<file path="config.mk">
export PLATFORM = sky130hd
export DESIGN_NAME = dmem_arbiter
export DESIGN_NICKNAME = d
export VERILOG_FILES = /design/src/rtl/dmem_arbiter.sv
export SDC_FILE = /design/constraint.sdc
export NUM_CORES = 1
export LEC_CHECK = 0
export ABC_AREA = 1
export ABC_CLOCK_PERIOD_IN_PS = 1300
export CORE_AREA = 2 2 91 93
export DETAILED_ROUTE_END_ITERATION = 10
export DIE_AREA = 0 0 93 95
export PLACE_DENSITY = 0.69
export SYNTH_ARGS = -nofsm -noshare
export SYNTH_HDL_FRONTEND = slang
export SYNTH_SLANG_ARGS = --single-unit
</file>
<file path="constraint.sdc">
create_clock -name clock -period 1.3 [get_ports clock]
set_input_delay 0.325 -clock clock [delete_from_list [all_inputs] [get_ports clock]]
set_output_delay 0.325 -clock clock [all_outputs]
set_load 0.01 [all_outputs]
</file>
<file path="src/rtl/dmem_arbiter.sv">
// dmem_arbiter: shares one syncram port between two requesters with one-cycle read return
module dmem_arbiter #(
  parameter int ADDR_W     = 12,
  parameter int DATA_W     = 32,
  parameter int FIXED_PRIO = 0,
  parameter int MAX_BURST  = 4
) (
  input  logic              clock,
  input  logic              reset,
  input  logic              p0_req,
  input  logic              p0_wren,
  input  logic [ADDR_W-1:0] p0_addr,
  input  logic [DATA_W-1:0] p0_wdata,
  output logic              p0_gnt,
  output logic              p0_rvalid,
  output logic [DATA_W-1:0] p0_rdata,
  input  logic              p1_req,
  input  logic              p1_wren,
  input  logic [ADDR_W-1:0] p1_addr,
  input  logic [DATA_W-1:0] p1_wdata,
  output logic              p1_gnt,
  output logic              p1_rvalid,
  output logic [DATA_W-1:0] p1_rdata,
  output logic [ADDR_W-1:0] mem_address,
  output logic [DATA_W-1:0] mem_data,
  output logic              mem_wren,
  input  logic [DATA_W-1:0] mem_q
);
  localparam int BW = $clog2(MAX_BURST + 1);
  logic          last_gnt, rd_pend, rd_port, pick1, any_gnt;
  logic [BW-1:0] burst_cnt;
  // pick1 only matters on a tie: alternate in RR, otherwise yield to p1 once the burst cap is hit
  assign pick1       = (FIXED_PRIO != 0) ? (burst_cnt == BW'(MAX_BURST)) : !last_gnt;
  assign p0_gnt      = !reset && p0_req && !(p1_req && pick1);
  assign p1_gnt      = !reset && p1_req && !(p0_req && !pick1);
  assign any_gnt     = p0_gnt || p1_gnt;
  assign mem_address = p0_gnt ? p0_addr : p1_gnt ? p1_addr : '0;
  assign mem_data    = p0_gnt ? p0_wdata : p1_gnt ? p1_wdata : '0;
  assign mem_wren    = p0_gnt ? p0_wren : (p1_gnt && p1_wren);
  // reset gates rvalid so a read in flight when reset arrives is never reported
  assign p0_rvalid   = !reset && rd_pend && !rd_port;
  assign p1_rvalid   = !reset && rd_pend && rd_port;
  assign p0_rdata    = p0_rvalid ? mem_q : '0;
  assign p1_rdata    = p1_rvalid ? mem_q : '0;
  always_ff @(posedge clock) begin
    if (reset) begin
      last_gnt  <= 1'b1;
      burst_cnt <= '0;
      rd_pend   <= 1'b0;
      rd_port   <= 1'b0;
    end else begin
      if (any_gnt) last_gnt <= p1_gnt;
      burst_cnt <= (FIXED_PRIO == 0 || p1_gnt || !p1_req) ? '0 :
                   (p0_gnt && burst_cnt != BW'(MAX_BURST)) ? burst_cnt + BW'(1) : burst_cnt;
      rd_pend   <= any_gnt && !mem_wren;
      rd_port   <= p1_gnt;
    end
  end
endmodule

</file>
Word level (Yosys, flattened, before mapping)
Cells that the tools add are included.

Divide/modulo/power cells: 0. $lt $le $gt $ge: 0. $mul: 0. Reductions and logical operators: 18. Shift-type cells: 0. Eq/ne operators: 0. Multiplexer cells: 7. Bitwise logic cells: 0. Add/subtract/negate cells: 0.

Operators by type and width (number): two-way mux 32 bit (4); two-way mux 12 bit (2); logical AND 1 bit (11); logical NOT 1 bit (6); logical OR 1 bit (1); two-way mux 1 bit (1).

Memories kept: 0. Bits in registers: 3. Word-level logic and storage cells: 28. Bits in read-only memories: 0. Bits in writable memories: 0. Bits in latches: 0.

Longest topological paths before layout
Gate-level depths: netlist (run 1).

Depth after elaboration: 7. Gate-level depth with buffers: 6.

Worst setup path after synthesis (run 1)
Ideal clock, no wire load.

Path kind: flip-flop to output port. From: register last_gnt. To: output p0_gnt. Stages on the path, launching flop included: 7. Arrival time: 0.984 ns. Slack: -0.009 ns. Data required time: 0.975 ns. Cells stage by stage: dfxtp_1 inv_1 nand2_1 buf_2 buf_2 nand2_1 nor2_1.

Longest elaborated chain between the ends: 4.

RTL lines: start, declared (RTL line 30) `logic last_gnt, rd_pend, rd_port, pick1, any_gnt;`; start signal, assigned (RTL line 52) `if (any_gnt) last_gnt <= p1_gnt;`; logical NOT 1 bit (RTL line 33) `assign pick1 = (FIXED_PRIO != 0) ? (burst_cnt == BW'(MAX_BURST)) : !last_gnt;`; logical AND 1 bit (RTL line 34) `assign p0_gnt = !reset && p0_req && !(p1_req && pick1);`; logical NOT 1 bit (RTL line 34); logical AND 1 bit (RTL line 34); end, declared (RTL line 14) `output logic p0_gnt,`.

No other way between the ends.

Final worst setup path (run 1)
From: register rd_port. To: output p0_rdata[10].

Longest elaborated chain between the ends: 3.

RTL lines: start, declared (RTL line 30); start signal, assigned (RTL line 56) `rd_port <= p1_gnt;`; logical NOT 1 bit (RTL line 41) `assign p0_rvalid = !reset && rd_pend && !rd_port;`; logical AND 1 bit (RTL line 41); two-way mux 32 bit (RTL line 43) `assign p0_rdata = p0_rvalid ? mem_q : '0;`; end, declared (RTL line 16) `output logic [DATA_W-1:0] p0_rdata,`.

No other way between the ends.

==> flow_summary.toml, run 1 <==
[die]
row_count = 33
io_pins = 239
die_w_um = 93
start_util = 0.1474
die_height_um = 95
die-area_um2 = 8835
core-area_um2 = 7928

[synth]
synthTopCellsByArea = "nand2_1 30%, nor2_1 21%, nand3_1 20%, inv_1 12%, buf_2 7.3%"
yosys_warnings = 0
synthesis.area_um2 = 1169
yosysTopAreaCellShare = 0.2955
synthesis.nets = 397
yosysUniqueCellTypes = 14
async_reset_ff_frac = 0
synth_seq_cells = 3
yosys_most_used_dff = "dfxtp_1"
synth_most_common_cell = "nand2_1"
yosysTopAreaCell = "nand2_1"
synth_edf_count = 0
syn_avg_cell_area_um2 = 4.312
ys_top_cells_by_count = "92 x nand2_1, 66 x nor2_1, 47 x nand3_1, 37 x inv_1, 17 x buf_2"
yosysSeqAreaShare = 0.05139
synthCells = 271

[route]
avgRoutedWirePerCell_um = 15.17
firstDrtPassIters = 4
drt_iter0_drc = 34
vias_per_cell = 4.287
finalWirelength_um = 9828
vias = 2778
antenna_left = 0
drc = 0

[critical_path]
r2r_end = "rd_pend"
crit_end = "p0_rdata[10]"
start_kind = "flop"
cp-end-kind = "primary output"
reg2regPathDepth = 8
reg2reg_setup_slack_ns = 0.12
critical_path_class = "reg2out"
crit_fanout = 8
timing.rr.start = "last_gnt"
worstPathRequired_ns = 0.98
crit_start = "rd_port"
cp_data_arrival_time_ns = 1.32

[global_route]
grt_pass1_wl_um = 12580
grt_use_total = 0.1786
grt_pass1_vias = 2520
grt_remaining_overflow = 0
grt_start_max_net_pins = 24
antenna_found_initial = 0

[finish]
drive_above_1_share = 0.5488
multi_input_area_um2 = 1515
final_util = 0.6034
area_growth_pct = 309.3
n_antenna_cell = 0
fin_cells = 648
final_nets = 670
seqCellArea_um2 = 63.81
fillers = 685

[clocking]
htree_levels = 1
worstSkewPairLatency_ns = 0.22
clockBufferDepth = 2
cts_root_buffer = "clkbuf_8"
clock_sinks = 3
cts_buffers = 3
cts_tree = "built"
cts_hold_buf = 0
path_clk_slew_ns = 0.03

[timing]
fmax_mhz = 607.3
setup_violations = 113
timing.final.crit_period_ns = 1.647
finalHoldViolCount = 0
max-slew-margin-rel = 0.8712
rsz0062_at_grt = "true"
fin_hold_ws_ns = 0.4085
post-route-period-util = 1.267
fin_worst_skew_ns = 0.001947
final_max_slew_viol_count = 0
setup_ws_ns = -0.3466
tightest_slew_ns = 0.1926

[power_and_ir_drop]
p_leak_nw = 2.417
worst_ir_drop_vdd_uv = 283.7
power.density_nw_per_um2 = 371.6

[placed_design]
port_buffers = 238
pre_cts_slack_ns = -1.026
place_inst = 611
gp_congestion = 0.8139
hpwl_um = 6133

[flow_run]
maxCapViolations = 0

[worst_hold_path]
hold_depth = 4
hold_path.class = "in2reg"

[status]
violations = "negative setup slack"
status = "complete, but fails checks"
-- repair_timing --
item | CTS | global route
cloned | 9 | 7
gates resized for setup | 526 | 199
setup endpoints to repair | 114 | 113
buffers inserted | 17 | 6
pin swaps | 9 | 38
-- worst min path at each step --
stage | startpoint | endpoint | slack, ns
after CTS | reset | rd_port | 0.39
after floorplan | p0_req | last_gnt | 0.45
after global routing | reset | rd_port | 0.42
final | reset | rd_port | 0.41
after global placement | last_gnt | last_gnt | 0.58
after detailed placement | last_gnt | rd_port | 0.57
-- logic make-up after synthesis --
family | after synthesis | synth area share
compound gates | 2 | 0.01070
simple gates | 208 | 0.7302
flops | 3 | 0.05139
buf+inv | 58 | 0.2077
-- stage by stage --
| step | instance area, um2 | power (W) | setup TNS (ns) |
|---|---|---|---|
| CTS | 3993 | 0.001547 | -29.33 |
| global route | 4783 | 0.001870 | -33.98 |
| detailed placement | 3796 | 0.001166 | -103.75 |
| floorplan | 1171 | 0.0004089 | 0 |
| finish | 4783 | 0.001778 | -29.39 |
| global placement | 3796 | 0.001157 | -102.61 |
-- per-layer routing --
| metal | vias up | track usage | wire, um |
|---|---|---|---|
| li1 | 1366 | - | - |
| met1 | 1272 | 0.2012 | 3556 |
| met2 | 128 | 0.3478 | 5502 |
| met3 | 12 | 0.03272 | 639 |
| met4 | 0 | 0.03799 | 130 |
| met5 | - | 0 | 0 |
-- sequential cells by signal (all words and copies together) (netlist names) --
name,count
last_gnt,1
rd_pend,1
rd_port,1
-- cell type report --
type,instances,area share
clock buffer,4,0.009417
timing repair buffer,287,0.6008
sequential,3,0.01334
inverter,39,0.03217
tap,105,0.02747
multi-input combinational,210,0.3168
-- power breakdown --
part           total [W]  switching, W  internal, W
Combinational    0.00139      0.000590     0.000803
Clock           0.000278     0.0000680     0.000210
Sequential      0.000106    0.00000545     0.000101
Total            0.00178      0.000664      0.00111
-- placed cells by master (no fill, tap or decap), types with 2 or more instances in the layout --
cell type / synthesis / routed
buf_12: 0 / 10
buf_16: 0 / 6
buf_2: 17 / 65
buf_4: 1 / 14
buf_6: 0 / 62
buf_8: 0 / 2
clkbuf_16: 0 / 5
clkbuf_8: 0 / 3
clkdlybuf4s50_1: 0 / 121
dfxtp_2: 0 / 3
inv_1: 37 / 33
inv_2: 2 / 4
nand2_1: 92 / 58
nand2_2: 0 / 24
nand2_4: 0 / 9
nand3_1: 47 / 15
nand3_2: 0 / 26
nand3_4: 0 / 6
nor2_1: 66 / 12
nor2_2: 0 / 21
nor2_4: 1 / 34
-- critical path: stages, from the launching register on --
cell,delay (ns)
dfxtp_2,0.31
nand3b_1,0.23
buf_6,0.19
buf_16,0.15
nor2_2,0.09
buf_2,0.14
Power figures use the tool's default switching activity.
==> run 2, diff against run 1 <==
--- a/config.mk
+++ b/config.mk
@@ -5,11 +5,10 @@
 export SDC_FILE = /design/constraint.sdc
 export NUM_CORES = 1
 export LEC_CHECK = 0
-export ABC_AREA = 1
 export ABC_CLOCK_PERIOD_IN_PS = 1300
-export CORE_AREA = 2 2 91 93
+export CORE_AREA = 2 2 93 95
 export DETAILED_ROUTE_END_ITERATION = 10
-export DIE_AREA = 0 0 93 95
+export DIE_AREA = 0 0 95 97
 export PLACE_DENSITY = 0.69
 export SYNTH_ARGS = -nofsm -noshare
 export SYNTH_HDL_FRONTEND = slang
==> run 2 against run 1 <==
The flow still finishes with violations (negative setup slack). Critical path depth up 1. Global-route usage up 2.1 points. Clock power shrank 2%. Synthesized cell count down 27%. Routed wire length increased by 3.1%. Via count fell by 5.2%. Power decreased by 9.7%. Synthesized area grew 16%. Sequential power about the same. Hold slack better by 0.15 ns. Clock skew grew 0.00067 ns. Largest power group unchanged.
==> flow_summary.toml, run 2 <==
[status]
status = "complete, but fails checks"
violations = "negative setup slack"

[finish]
multi_input_area_um2 = 1341
final_nets = 585
biggestRegsByFlops = "last_gnt (1), rd_pend (1), rd_port (1)"
fillers = 738
final_common_cell = "clkdlybuf4s50_1"
seqCellArea_um2 = 63.81
fin_cells = 563
area_growth_pct = 235.0
most-common-layout-cells = "122 x clkdlybuf4s50_1, 81 x buf_6, 64 x and2_4"
n_antenna_cell = 0
drive_above_1_share = 0.5459

[placed_design]
pre_cts_slack_ns = -1.026
port_buffers = 238
hpwl_um = 6910
gp_congestion = 0.7277
place_inst = 531

[route]
finalWirelength_um = 10130
avgRoutedWirePerCell_um = 17.99
vias = 2634
firstDrtPassIters = 4
antenna_left = 0
drt_iter0_drc = 66
vias_per_cell = 4.679
drc = 0

[synth]
synth_edf_count = 0
synthTopCellsByArea = "and2_1 30%, a32oi_1 29%, nor2_1 13%, buf_6 12%, dfxtp_1 4.4%"
yosysSeqAreaShare = 0.04428
synth_seq_cells = 3
yosys_warnings = 0
ys_top_cells_by_count = "64 x and2_1, 48 x nor2_1, 45 x a32oi_1, 14 x buf_6"
async_reset_ff_frac = 0
yosysTopAreaCell = "and2_1"
synthCells = 198
synthesis.area_um2 = 1356
yosysUniqueCellTypes = 19
synthesis.nets = 324
yosys_most_used_dff = "dfxtp_1"
yosysTopAreaCellShare = 0.2952
syn_avg_cell_area_um2 = 6.850
synth_most_common_cell = "and2_1"

[die]
die_height_um = 97
row_count = 33
io_pins = 239
die-area_um2 = 9215
start_util = 0.1667
die_w_um = 95
core-area_um2 = 8134

[clocking]
path_clk_slew_ns = 0.03
htree_levels = 1
worstSkewPairLatency_ns = 0.22
clockBufferDepth = 2
cts_buffers = 3
cts_hold_buf = 0
cts_root_buffer = "clkbuf_8"
clock_sinks = 3
cts_tree = "built"

[worst_hold_path]
hold_depth = 4
hold_end = "last_gnt"
hold_path.class = "in2reg"
hp-start = "p1_req"

[timing]
max-slew-margin-rel = 0.7972
setup_ws_ns = -0.4314
post-route-period-util = 1.332
fmax_mhz = 577.6
fin_hold_ws_ns = 0.5541
tightest_slew_ns = 0.3042
setup_violations = 113
fin_worst_skew_ns = 0.002622
finalHoldViolCount = 0
timing.final.crit_period_ns = 1.731
rsz0062_at_grt = "true"
final_max_slew_viol_count = 0

[critical_path]
reg2regPathDepth = 4
start_kind = "flop"
critical_path_class = "reg2out"
cp_data_arrival_time_ns = 1.41
crit_fanout = 5
reg2reg_setup_slack_ns = 0.30
worstPathRequired_ns = 0.98
timing.rr.start = "last_gnt"
cp-end-kind = "primary output"
r2r_end = "rd_pend"

[power_and_ir_drop]
p_leak_nw = 2.047
finalPower_w = 0.001605
p_switching_w = 0.0005290
p_seq_frac = 0.066
power.density_nw_per_um2 = 353.3
p_int_w = 0.001076
comb_power_share = 0.764
p_sw_frac = 0.3296
worst_ir_drop_vdd_uv = 214.8
p_clk_frac = 0.170

[flow_run]
maxCapViolations = 0

[global_route]
grt_start_max_net_pins = 45
antenna_found_initial = 0
grt_pass1_wl_um = 14360
grt_use_total = 0.1993
grt_pass1_vias = 2667
grt_remaining_overflow = 0
[run 2: power groups by stage]
| stage | Clock [W] | Sequential, W | Combinational (W) |
|---|---|---|---|
| after floorplan | 0 | 0.000106 | 0.000403 |
| after global placement | 0 | 0.000106 | 0.00108 |
| after detailed placement | 0 | 0.000106 | 0.00109 |
| after CTS | 0.000280 | 0.000106 | 0.00120 |
| after global routing | 0.000297 | 0.000108 | 0.00130 |
| final | 0.000273 | 0.000107 | 0.00123 |
[run 2: stage by stage]
| step | utilization | area [um2] | TNS, ns |
|---|---|---|---|
| after floorplan | - | 1564 | -7.014 |
| after CTS | 0.5456 | 4438 | -38.26 |
| after detailed placement | 0.4905 | 3990 | -88.23 |
| after global routing | 0.5585 | 4543 | -44.21 |
| final | 0.5585 | 4543 | -37.56 |
| after global placement | 0.4905 | 3990 | -86.84 |
[run 2: layout make-up]
cell class | count | share of cell area
clock buffer | 4 | 0.009915
sequential | 3 | 0.01405
timing repair buffer | 283 | 0.6519
tap | 105 | 0.02892
multi-input combinational | 168 | 0.2952
[run 2: cell families (layout without fill, tap and decap cells)]
family,Yosys count,count (layout),share of synthesized area
AND/OR/NAND/NOR,121,121,0.4843
flip-flops,3,3,0.04428
AO/OA/AOI/OAI,47,47,0.3100
buffers and inverters,27,287,0.1614
[run 2: worst max path at each step]
stage / from / end / slack (ns) / cells past startpoint
floorplan: p0_req / mem_address[2] / -0.12 / 5
global placement: p1_req / mem_data[14] / -1.00 / 7
detailed placement: p1_req / mem_data[19] / -1.03 / 7
CTS: last_gnt / mem_data[29] / -0.43 / 7
global route: last_gnt / mem_data[19] / -0.49 / 7
finish: rd_port / p1_rdata[19] / -0.43 / 6
[run 2: per-layer routing]
metal | part of all wire | global-route usage | vias to the layer above
li1 | - | - | 1242
met2 | 0.53 | 0.3726 | 165
met3 | 0.087 | 0.04050 | 15
met4 | 0.023 | 0.06020 | 0
met5 | 0 | 0 | -
met1 | 0.36 | 0.2203 | 1212
[run 2: timing repair]
| action | CTS | global route |
|---|---|---|
| resized for setup | 572 | 16 |
| gates cloned | 10 | 3 |
| buffers inserted | 17 | 1 |
| endpoints found under the setup margin | 113 | 113 |
| pin swaps | 29 | 11 |
[run 2: worst max-delay path, cell delays in order (launching register included)]
cell	delay (ns)
dfxtp_2	0.32
and3b_2	0.26
buf_6	0.15
buf_6	0.12
buf_6	0.10
and2_4	0.12
buf_6	0.11
==> run 3, diff against run 2 <==
--- a/config.mk
+++ b/config.mk
@@ -6,10 +6,13 @@
 export NUM_CORES = 1
 export LEC_CHECK = 0
 export ABC_CLOCK_PERIOD_IN_PS = 1300
-export CORE_AREA = 2 2 93 95
+export CORE_ASPECT_RATIO = 0.5
+export CORE_MARGIN = 2
+export CORE_UTILIZATION = 19
 export DETAILED_ROUTE_END_ITERATION = 10
-export DIE_AREA = 0 0 95 97
-export PLACE_DENSITY = 0.69
+export PLACE_DENSITY = 0.78
+export REMOVE_ABC_BUFFERS = 1
+export SETUP_SLACK_MARGIN = 0.3
 export SYNTH_ARGS = -nofsm -noshare
 export SYNTH_HDL_FRONTEND = slang
 export SYNTH_SLANG_ARGS = --single-unit
==> run 3 against run 2 <==
The flow still finishes with violations (negative setup slack). Clock skew shrank 0.0013 ns. Die area shrank 15%. Global-route usage grew 0.78 points. Sequential power is essentially flat. Via count shrank 0.87%. Count of clock-buffer cells in the layout is the same. Routed wire length shrank 7.9%. Sequential cell count is the same. Clock power grew 85%. Power grew 17%.
==> flow_summary.toml, run 3 (synthesized netlist as in run 2, its figures left out) <==
[status]
status = "complete, but fails checks"
violations = "negative setup slack"

[finish]
fin_cells = 555
area_growth_pct = 245.5
most-common-layout-cells = "122 x clkdlybuf4s50_1, 83 x buf_6, 63 x and2_4"
n_antenna_cell = 0
final_util = 0.6885
drive_above_1_share = 0.5572
fillers = 542
biggestRegsByFlops = "last_gnt (1), rd_pend (1), rd_port (1)"
final_common_cell = "clkdlybuf4s50_1"
final_nets = 590

[die]
die_w_um = 123.5
core-area_um2 = 6805
start_util = 0.1993
io_pins = 239
die-area_um2 = 7872
die_height_um = 63.75
row_count = 21

[global_route]
grt_use_total = 0.2071
grt_pass1_vias = 2464
grt_pass1_wl_um = 13050
antenna_found_initial = 0
grt_remaining_overflow = 0
grt_start_max_net_pins = 34

[timing]
fmax_mhz = 572.0
final_max_slew_viol_count = 0
setup_ws_ns = -0.4482
fin_hold_ws_ns = 0.5454
max-slew-margin-rel = 0.8629
rsz0062_at_grt = "true"
tightest_slew_ns = 0.2056
finalHoldViolCount = 0
setup_violations = 113
post-route-period-util = 1.345
timing.final.crit_period_ns = 1.748
fin_worst_skew_ns = 0.001325

[route]
firstDrtPassIters = 4
finalWirelength_um = 9325
vias = 2611
drt_iter0_drc = 118
avgRoutedWirePerCell_um = 16.80
antenna_left = 0
vias_per_cell = 4.705
drc = 0

[critical_path]
cp_data_arrival_time_ns = 1.42
cp-end-kind = "primary output"
timing.rr.start = "last_gnt"
crit_end = "mem_data[29]"
crit_start = "last_gnt"
worstPathRequired_ns = 0.98
crit_fanout = 6
critical_path_class = "reg2out"
start_kind = "flop"
reg2reg_setup_slack_ns = 0.33
reg2regPathDepth = 5
r2r_end = "rd_pend"

[worst_hold_path]
hold_depth = 2
hold_path.class = "reg2reg"

[clocking]
clock_sinks = 3
cts_tree = "built"
cts_root_buffer = "clkbuf_16"
htree_levels = 1
clockBufferDepth = 2
cts_buffers = 3
worstSkewPairLatency_ns = 0.23
cts_hold_buf = 0
path_clk_slew_ns = 0.03

[flow_run]
maxCapViolations = 0

[placed_design]
hpwl_um = 5814
gp_congestion = 0.8047
place_inst = 518
port_buffers = 238

[power_and_ir_drop]
worst_ir_drop_vdd_uv = 395.1
p_leak_nw = 2.113
power.density_nw_per_um2 = 399.7
==> run 3: where the power goes <==
part / leakage (nW) / internal, W / total (W) / switching (W)
sequential: 0.0257 / 0.0000997 / 0.000107 / 0.00000739
clock: 0.0382 / 0.000406 / 0.000505 / 0.0000986
combinational: 2.05 / 0.000797 / 0.00126 / 0.000464
==> run 3: routing by layer <==
metal | GRT usage | routed length [um] | vias up
met5 | 0 | 0 | -
met4 | 0.04830 | 106 | 0
met3 | 0.03482 | 527 | 10
met2 | 0.3929 | 4977 | 106
met1 | 0.2414 | 3713 | 1237
li1 | - | - | 1258
==> run 3: area by class of cell <==
class                   count  area (um2)  share of cell area
well taps                  92       115.1             0.02457
flip-flops and latches      3       66.31             0.01415
clock buffers               4       78.83             0.01682
repair buffers            287        3044              0.6497
multi-input cells         169        1381              0.2948
==> run 3: how the worst min path moves through the flow <==
stage | from | to | slack, ns
2_1_floorplan | reset | rd_port | 0.40
3_3_place_gp | last_gnt | last_gnt | 0.56
3_5_place_dp | last_gnt | last_gnt | 0.57
4_1_cts | last_gnt | last_gnt | 0.53
5_1_grt | last_gnt | last_gnt | 0.57
6_report | last_gnt | last_gnt | 0.55
==> run 3: repair_timing <==
action	CTS	global route
buffers inserted	13	5
endpoints found under the setup margin	116	114
pin swaps	32	61
cloned	11	4
resized for setup	520	138
==> run 3: per-stage QoR <==
stage | TNS (ns) | power (W) | cell area [um2] | setup slack, ns
final | -39.07 | 0.001873 | 4686 | -0.4482
after global routing | -44.89 | 0.001971 | 4686 | -0.4948
after global placement | -86.54 | 0.001138 | 3807 | -1.061
after CTS | -37.31 | 0.001727 | 3931 | -0.4398
after detailed placement | -87.11 | 0.001146 | 3807 | -1.089
after floorplan | -24.21 | 0.0003770 | 1137 | -0.2905
==> run 3: worst max-delay path, cell delays in order, from the launching register on <==
cell	delay, ns
dfxtp_4	0.36
nand2b_4	0.19
buf_12	0.14
buf_16	0.12
a32oi_1	0.18
nor2_1	0.06
buf_2	0.14
